`config.mk`:
```
export PLATFORM = sky130hd
export DESIGN_NAME = sync_fifo_level
export DESIGN_NICKNAME = d
export VERILOG_FILES = /design/src/rtl/sync_fifo_pkg.sv /design/src/rtl/sync_fifo_mem.sv /design/src/rtl/sync_fifo_level.sv
export SDC_FILE = /design/constraint.sdc
export NUM_CORES = 1
export LEC_CHECK = 0
export CAP_MARGIN = 15
export CORE_MARGIN = 2
export CORE_UTILIZATION = 40
export DETAILED_ROUTE_END_ITERATION = 6
export GPL_TIMING_DRIVEN = 0
export PLACE_DENSITY_LB_ADDON = 0.25
export SLEW_MARGIN = 10
export SYNTH_ARGS = -nofsm -noshare
export SYNTH_HDL_FRONTEND = slang
export SYNTH_SLANG_ARGS = --single-unit
```
`constraint.sdc`:
```
create_clock -name clk -period 5.7 [get_ports clk]
set_clock_uncertainty 0.15 [all_clocks]
set_input_delay 1.425 -clock clk [delete_from_list [all_inputs] [get_ports clk]]
set_output_delay 1.425 -clock clk [all_outputs]
set_load 0.02 [all_outputs]
```
`src/rtl/sync_fifo_pkg.sv`:
```
// Shared defaults and the pointer-operation encoding for the level-tracking sync FIFO.
package sync_fifo_pkg;

  localparam int DEFAULT_ADDR_WIDTH    = 3;
  localparam int DEFAULT_DATA_WIDTH    = 8;
  localparam int DEFAULT_AEMPTY_THRESH = 1;
  localparam int MAX_ADDR_WIDTH        = 12;

  typedef enum logic [1:0] {
    NOP      = 2'b00,
    PUSH     = 2'b01,
    POP      = 2'b10,
    PUSH_POP = 2'b11
  } ptr_op_e;

  // Accepted write in bit 0, accepted read in bit 1.
  function automatic ptr_op_e decode_op(input logic push, input logic pop);
    return ptr_op_e'({pop, push});
  endfunction

endpackage

```
`src/rtl/sync_fifo_mem.sv`:
```
// DEPTH x DATA_WIDTH distributed RAM: synchronous write, asynchronous (show-ahead) read.
module sync_fifo_mem #(
  parameter int ADDR_WIDTH = 3,
  parameter int DATA_WIDTH = 8
) (
  input  logic                  clk,
  input  logic                  we,
  input  logic [ADDR_WIDTH-1:0] waddr,
  input  logic [DATA_WIDTH-1:0] wdata,
  input  logic [ADDR_WIDTH-1:0] raddr,
  output logic [DATA_WIDTH-1:0] rdata
);

  localparam int DEPTH = 2 ** ADDR_WIDTH;

  logic [DATA_WIDTH-1:0] mem [DEPTH];

  // Contents are deliberately never reset.
  always_ff @(posedge clk) begin
    if (we) begin
      mem[waddr] <= wdata;
    end
  end

  assign rdata = mem[raddr];

endmodule

```
`src/rtl/sync_fifo_level.sv`:
```
// Single-clock FIFO with registered occupancy level and almost-full/empty flags.
// Define SYNC_FIFO_ERR_EN to add sticky overflow/underflow outputs.
module sync_fifo_level
  import sync_fifo_pkg::*;
#(
  parameter int ADDR_WIDTH    = DEFAULT_ADDR_WIDTH,
  parameter int DATA_WIDTH    = DEFAULT_DATA_WIDTH,
  parameter int AFULL_THRESH  = (2 ** ADDR_WIDTH) - 2,
  parameter int AEMPTY_THRESH = DEFAULT_AEMPTY_THRESH
) (
  input  logic                  clk,
  input  logic                  reset,
  input  logic                  wen,
  input  logic [DATA_WIDTH-1:0] wdata,
  output logic                  wfull,
  output logic                  walmost_full,
  input  logic                  ren,
  output logic [DATA_WIDTH-1:0] rdata,
  output logic                  rempty,
  output logic                  ralmost_empty,
`ifdef SYNC_FIFO_ERR_EN
  output logic                  overflow,
  output logic                  underflow,
`endif
  output logic [ADDR_WIDTH:0]   level
);

  localparam int DEPTH = 2 ** ADDR_WIDTH;

  if (ADDR_WIDTH < 1 || ADDR_WIDTH > MAX_ADDR_WIDTH) begin : g_bad_addr_width
    $error("sync_fifo_level: ADDR_WIDTH %0d outside 1..%0d", ADDR_WIDTH, MAX_ADDR_WIDTH);
  end
  if (AFULL_THRESH > DEPTH) begin : g_bad_afull
    $error("sync_fifo_level: AFULL_THRESH %0d exceeds DEPTH %0d", AFULL_THRESH, DEPTH);
  end
  if (AEMPTY_THRESH >= DEPTH) begin : g_bad_aempty
    $error("sync_fifo_level: AEMPTY_THRESH %0d must be below DEPTH %0d", AEMPTY_THRESH, DEPTH);
  end

  localparam logic [ADDR_WIDTH:0]   FULL_LVL   = (ADDR_WIDTH + 1)'(DEPTH);
  localparam logic [ADDR_WIDTH:0]   AFULL_LVL  = (ADDR_WIDTH + 1)'(AFULL_THRESH);
  localparam logic [ADDR_WIDTH:0]   AEMPTY_LVL = (ADDR_WIDTH + 1)'(AEMPTY_THRESH);
  localparam logic [ADDR_WIDTH:0]   LVL_ONE    = (ADDR_WIDTH + 1)'(1);
  localparam logic [ADDR_WIDTH-1:0] PTR_ONE    = ADDR_WIDTH'(1);

  logic [ADDR_WIDTH-1:0] wr_ptr_reg, wr_ptr_next;
  logic [ADDR_WIDTH-1:0] rd_ptr_reg, rd_ptr_next;
  logic [ADDR_WIDTH:0]   level_reg, level_next;
  logic                  wincr, rincr;
  ptr_op_e               op;

  // All status flags come from the registered level, never from the requests.
  assign wfull         = (level_reg == FULL_LVL);
  assign rempty        = (level_reg == '0);
  assign walmost_full  = (level_reg >= AFULL_LVL);
  assign ralmost_empty = (level_reg <= AEMPTY_LVL);
  assign level         = level_reg;

  assign wincr = wen & ~wfull;
  assign rincr = ren & ~rempty;
  assign op    = decode_op(wincr, rincr);

  always_comb begin
    wr_ptr_next = wr_ptr_reg;
    rd_ptr_next = rd_ptr_reg;
    level_next  = level_reg;
    unique case (op)
      PUSH: begin
        wr_ptr_next = wr_ptr_reg + PTR_ONE;
        level_next  = level_reg + LVL_ONE;
      end
      POP: begin
        rd_ptr_next = rd_ptr_reg + PTR_ONE;
        level_next  = level_reg - LVL_ONE;
      end
      PUSH_POP: begin
        wr_ptr_next = wr_ptr_reg + PTR_ONE;
        rd_ptr_next = rd_ptr_reg + PTR_ONE;
      end
      default: ;
    endcase
  end

  always_ff @(posedge clk) begin
    if (reset) begin
      wr_ptr_reg <= '0;
      rd_ptr_reg <= '0;
      level_reg  <= '0;
    end else begin
      wr_ptr_reg <= wr_ptr_next;
      rd_ptr_reg <= rd_ptr_next;
      level_reg  <= level_next;
    end
  end

  sync_fifo_mem #(
    .ADDR_WIDTH (ADDR_WIDTH),
    .DATA_WIDTH (DATA_WIDTH)
  ) u_mem (
    .clk   (clk),
    .we    (wincr),
    .waddr (wr_ptr_reg),
    .wdata (wdata),
    .raddr (rd_ptr_reg),
    .rdata (rdata)
  );

`ifdef SYNC_FIFO_ERR_EN
  logic overflow_reg, underflow_reg;

  // A rejected write while full only counts as overflow when no read frees a slot that cycle.
  always_ff @(posedge clk) begin
    if (reset) begin
      overflow_reg  <= 1'b0;
      underflow_reg <= 1'b0;
    end else begin
      if (wen & wfull & ~rincr) begin
        overflow_reg <= 1'b1;
      end
      if (ren & rempty) begin
        underflow_reg <= 1'b1;
      end
    end
  end

  assign overflow  = overflow_reg;
  assign underflow = underflow_reg;
`endif

endmodule

```
======== Word level (Yosys, flattened, before mapping) ========
Memories as Yosys holds them, arrays and structs flattened. A register that Yosys moved wholly into a read port is not among the register bits.
Cells that the tools add are included.
Widths: inputs -> output; s select.
storage, ports and cells
  bits in registers ....................... 10
  memory bits (writable) .................. 64
  input bits .............................. 12
  output and inout bits ................... 16
  memories ................................ 1
operators by class
  add/sub/neg operators ................... 4
  order comparisons ....................... 2
  eq/ne operators ......................... 4
  mux-type cells .......................... 5
  bitwise gates (word level) .............. 4
  reductions and logical operators ........ 4
memory list
  memory     words  width  read ports  clocked after memory_dff  write ports  line                 text
  u_mem.mem  8      8      1           1                         1            sync_fifo_mem.sv:16  logic [DATA_WIDTH-1:0] mem [DEPTH];
operators by type and width
  cell                 number
  $pmux 4 s2           1
  $add 3x1->3 const B  2
  $mux 3               2
  $add 4x1->4 const B  1
  $eq 2x2->1 const B   2
  $eq 4x4->1 const B   1
  $ge 4x3->1 const B   1
  $le 4x1->1 const B   1
  $logic_not 4->1      1
  $reduce_or 2->1      2
  $sub 4x1->4 const B  1
  $and 1x1->1          2
  $eq 2x1->1 const B   1
  $mux 1               2
  $not 1->1            2
  $reduce_bool 2->1    1

======== Logic depth before layout (Yosys ltp) ========
  word-level depth ........................ 7
  mapped depth ............................ 9
  mapped depth without buffers ............ 9

======== Hierarchy ========
A second synthesis with hierarchy kept.
second synthesis, totals
  cells, all modules ...................... 173
  area, all modules ....................... 3123.0 sq um
modules (own cells, without submodules)
  module           times used  cells an instance  area each (sq um)  sequential area each (sq um)
  sync_fifo_mem    1           106                2531.2             1921.8
  sync_fifo_level  1           67                 591.8              200.2

======== Worst setup path after synthesis ========
Ideal clock, no wire load.
  kind .................................... in2reg
  start ................................... in ren
  end ..................................... reg level_reg[3] (netlist: level[3])
  setup time .............................. 0.121 ns
  arrival ................................. 2.767 ns
  slack ................................... 2.662 ns
  cell stages on the path ................. 5
  path buffers ............................ 0
  cell sequence ........................... nor2b_1 > ha_1 > or4b_1 > a21oi_1 > mux2_2
on the way
  longest elaborated chain between the ends .. 3
  elaborated cells on any way between the ends .. 5
  those cells by class .................... eq/ne: 2; mux: 1; bitwise: 1; reduce/logical: 1
ends and longest elaborated chain
  what                                             line                   text
  start, declared                                  sync_fifo_level.sv:17  input logic ren,
  $and 1x1->1 *                                    sync_fifo_level.sv:60  assign rincr = ren & ~rempty;
  $eq 2x2->1 or $eq 2x1->1 (tied branches)         sync_fifo_level.sv:67  unique case (op)
  $pmux 4 s2 or $reduce_bool 2->1 (tied branches)  --
  end signal, assigned                             sync_fifo_level.sv:92  level_reg <= level_next;
  end, declared                                    sync_fifo_level.sv:48  logic [ADDR_WIDTH:0] level_reg, level_next;
Mark *: on every way between the ends. The rest lies on a longest branch, timed or not.
A chain may end at the register's enable or synchronous reset.

==> results.md <==
Clocking:
- Buffers added to address setup during post-CTS repair amount to 0.
- Clock-pin slew was measured on the worst setup and hold paths at roughly 0.070 ns.
- The root buffer cell is sky130_fd_sc_hd__clkbuf_8.
- The H-tree was split into 3 levels.
- The number of buffers created by CTS is 9.
- The number of gates resized after CTS was 0.
- The clock reaches the later pin of the worst-skew pair after 0.33 ns.
- The cts-stage hold buffer count is 0.
- The CTS sink count is 77.
- The CTS tree is yes.
- No sink is reached through more buffers than the 2 on the longest clock path.

Global routing:
- The via count of the first global-routing pass is 1626.
- The first global-routing pass estimated 8860 um of wire.
- Entering global routing, the biggest net connects 13 pins.
- After global routing the overflow that remains totals 0.
- Across every metal layer, demand over resource in global routing totals 14.2%.
- The number of antenna violations at the first check in global routing is 0.

Cells and area:
- For this run, the post-layout net count is 239.
- Compared with the post-synthesis result, the final layout area differs by 19.3%.
- The leading cell type in the layout, fill and taps excluded is sky130_fd_sc_hd__edfxtp_1.
- Once layout is complete, the utilization of the core stands at 49.3%.
- The post-route non-filler standard cell count is 325.
- In the layout the commonest cells are sky130_fd_sc_hd__edfxtp_1 (64), sky130_fd_sc_hd__clkdlybuf4s50_1 (27), sky130_fd_sc_hd__mux4_1 (15), sky130_fd_sc_hd__nor2_1 (13), sky130_fd_sc_hd__dfxtp_1 (13).
- The layout has 667 filler cells.
- The number of flip-flops in the largest register is 64.
- Once layout is done, the placed cells without fillers occupy 3810 um^2.
- The count of antenna diodes in the layout is 0.
- The fraction of layout cells with a size suffix above 1 is 14.8%.

Run:
- Max-cap violations in this run came to 0.

Synthesis:
- The dominant register cell in the synthesized netlist is sky130_fd_sc_hd__edfxtp_1.
- The average footprint of a synthesized cell is 17.9 um^2.
- The gate count after technology mapping is 178.
- The number of nets in the synthesized netlist is roughly 200.
- During synthesis, Yosys emitted a total of 0 warnings.
- The share of the Yosys chip area taken by registers is 68.3%.
- The share of synthesized registers carrying an async set or reset is 0%.
- Counting flops with a built-in enable in the synthesized netlist gives 64.
- Counting distinct cell types in the post-synthesis netlist gives 30.
- Synthesis inferred 77 register bits.
- In this run the cell area of the synthesized design comes to 3190 um^2.

Critical path:
- For this run, the slowest stage of the critical path takes 0.54 ns.
- The startpoint kind of the worst setup timing path is a flip-flop.
- The slowest stage of the critical path is the sky130_fd_sc_hd__clkdlybuf4s50_1 cell.
- The critical path contains buffers and inverters numbering 3 combined.
- The required time of the worst setup path is 4.12 ns.
- The endpoint arrival time on the critical path is 2.51 ns.
- In this design, the largest share of critical-path delay is due to buffers and inverters.
- The element type at the critical path end is an output pin.
- The signal on the critical path passes through clkbuf_1 > buf_2 > mux4_1 > mux2_2 > clkdlybuf4s50_1.
- The worst setup path category is reg2out.
- In this run the worst path has a maximum fanout of 10.

STA:
- Based on the critical path, the design can be clocked at up to 245 MHz.
- The setup TNS is 0 ns.
- The number of pins exceeding their max-slew limit in the final report came to 0.
- The pin slew with the least headroom to its limit is 0.941 ns.
- Hold is met by 0.334 ns.
- Setup repair after global routing left no endpoint under its margin.
- The count of final hold-check violations is 0.
- Setup violations remaining at the end of the flow were counted as 0.
- The clock period minus worst slack is slightly above 4 ns.
- The headroom to the max-slew limit is 37.0%.
- After layout, the worst path uses 71.7% of the clock period.
- The slack of the critical path is 1.61 ns.

Power and ir drop:
- The leakage power figure is 1.30 nW.
- For this design the ratio of total power to cell area is 396 nW/um^2.
- The design draws 1.51 mW.
- The maximum vdd ir drop is approximately 0.00033 V.

Floorplan:
- The die is between 90 and 100 um tall.
- The die area is 8720 um^2.
- For this configuration, the core starts out at a cell density of 41.3%.
- The die is ~93 um wide.
- The floorplan has 32 rows.
- The number of placed I/O pins is 28.
- The area of the core is about 7700 um^2.

Route:
- The count of nets left with antenna violations once routing finished came out at 0.
- The via count normalized by instance count is just over 5.
- Dividing the detail-routed wire length by the instance count gives 17.4 um.
- The overall via count from detail_route is 1676.
- The total iterations of the first detailed-routing run is 4.
- The number of DRC markers in iteration 0 is 65.
- The final layout contains routed wiring with a total length of about 5700 um.
- For this run, design rule violations remaining after detail routing come to 0.

Placed design:
- The placed instances occupy a cell area of 3630 um^2.
- The number of I/O port buffers is 27.
- The post-DP HPWL is 3590 um.
- The number of cells in the design after placement is 309.
- The congestion estimate from routability-driven global placement came to roughly 0.75.
- The post-placement setup slack is 1.90 ns.

Hold path:
- The worst min-delay path category is reg2reg.

Status:
- The flow ran to the end, and the final reports show no timing, DRC or antenna violations.
synthesized netlist by cell type (2+ instances only):
| library cell | number | area [um^2] |
|---|---|---|
| sky130_fd_sc_hd__edfxtp_1 | 64 | 1920 |
| sky130_fd_sc_hd__mux4_1 | 15 | 394 |
| sky130_fd_sc_hd__dfxtp_1 | 13 | 260 |
| sky130_fd_sc_hd__nor2_1 | 13 | 48.8 |
| sky130_fd_sc_hd__mux2_2 | 10 | 113 |
| sky130_fd_sc_hd__ha_1 | 9 | 113 |
| sky130_fd_sc_hd__a21oi_1 | 6 | 30.0 |
| sky130_fd_sc_hd__o21ai_0 | 6 | 30.0 |
| sky130_fd_sc_hd__inv_1 | 5 | 18.8 |
| sky130_fd_sc_hd__nor3_1 | 4 | 20.0 |
| sky130_fd_sc_hd__xor2_1 | 4 | 35.0 |
| sky130_fd_sc_hd__nand2_1 | 3 | 11.3 |
| sky130_fd_sc_hd__nand2b_1 | 3 | 18.8 |
| sky130_fd_sc_hd__nand3_1 | 3 | 15.0 |
| sky130_fd_sc_hd__nor2b_1 | 3 | 18.8 |
| sky130_fd_sc_hd__clkbuf_1 | 2 | 7.51 |
| sky130_fd_sc_hd__or3_1 | 2 | 12.5 |
per-layer routing:
metal  up-vias  GRT usage, %  routed length (um)
met5         -             0                   0
met4         0          6.62                  84
met3         7          3.46                 239
met2        45          21.5                2740
met1       840          19.5                2610
li1        784             -                   -
logic make-up after synthesis:
group	Yosys count	share of synthesized area [%]
DFF	77	68.3
and+or+nand+nor	36	5.76
muxes	27	16.9
AOI/OAI and AO/OA	14	2.35
buffers and inverters	11	2.08
adders and majority gates	9	3.53
xor gates and xnor gates	4	1.10
worst reg2reg max path, delay by kind of cell, from the launching register on:
family / cells / cell delay, ns
flip-flops: 1 / 0.38
multiplexers: 1 / 0.35
adder cells (fa/ha/maj): 2 / 0.54
buffers and inverters: 1 / 0.15
AND/OR/NAND/NOR: 3 / 0.92
AO/OA/AOI/OAI: 1 / 0.20
final cells by class:
cell class,count,area [um^2],share of cell area [%]
Buffer,6,47.5,1.25
Multi-Input combinational cell,90,972,25.5
Clock buffer,13,139,3.64
Tap cell,102,128,3.35
Clock inverter,3,40.0,1.05
Sequential cell,77,2180,57.2
Inverter,5,18.8,0.492
Timing Repair Buffer,29,285,7.48
worst paths after layout:
kind / start / endpoint / slack [ns] / cells past startpoint
worst max register to register: level[1] / level[3] / 2.91 / 8
worst min-delay path: rd_ptr_reg[1] / rd_ptr_reg[1] / 0.33 / 2
worst max-delay path: flip-flop / rdata[7] / 1.61 / 5
worst min register to register: rd_ptr_reg[1] / rd_ptr_reg[1] / 0.33 / 2
power breakdown:
group / switching (mW) / internal (mW)
Sequential: 0.0277 / 0.644
Combinational: 0.216 / 0.237
Clock: 0.182 / 0.202
Total: 0.425 / 1.08
Power figures use the tool's default switching activity.
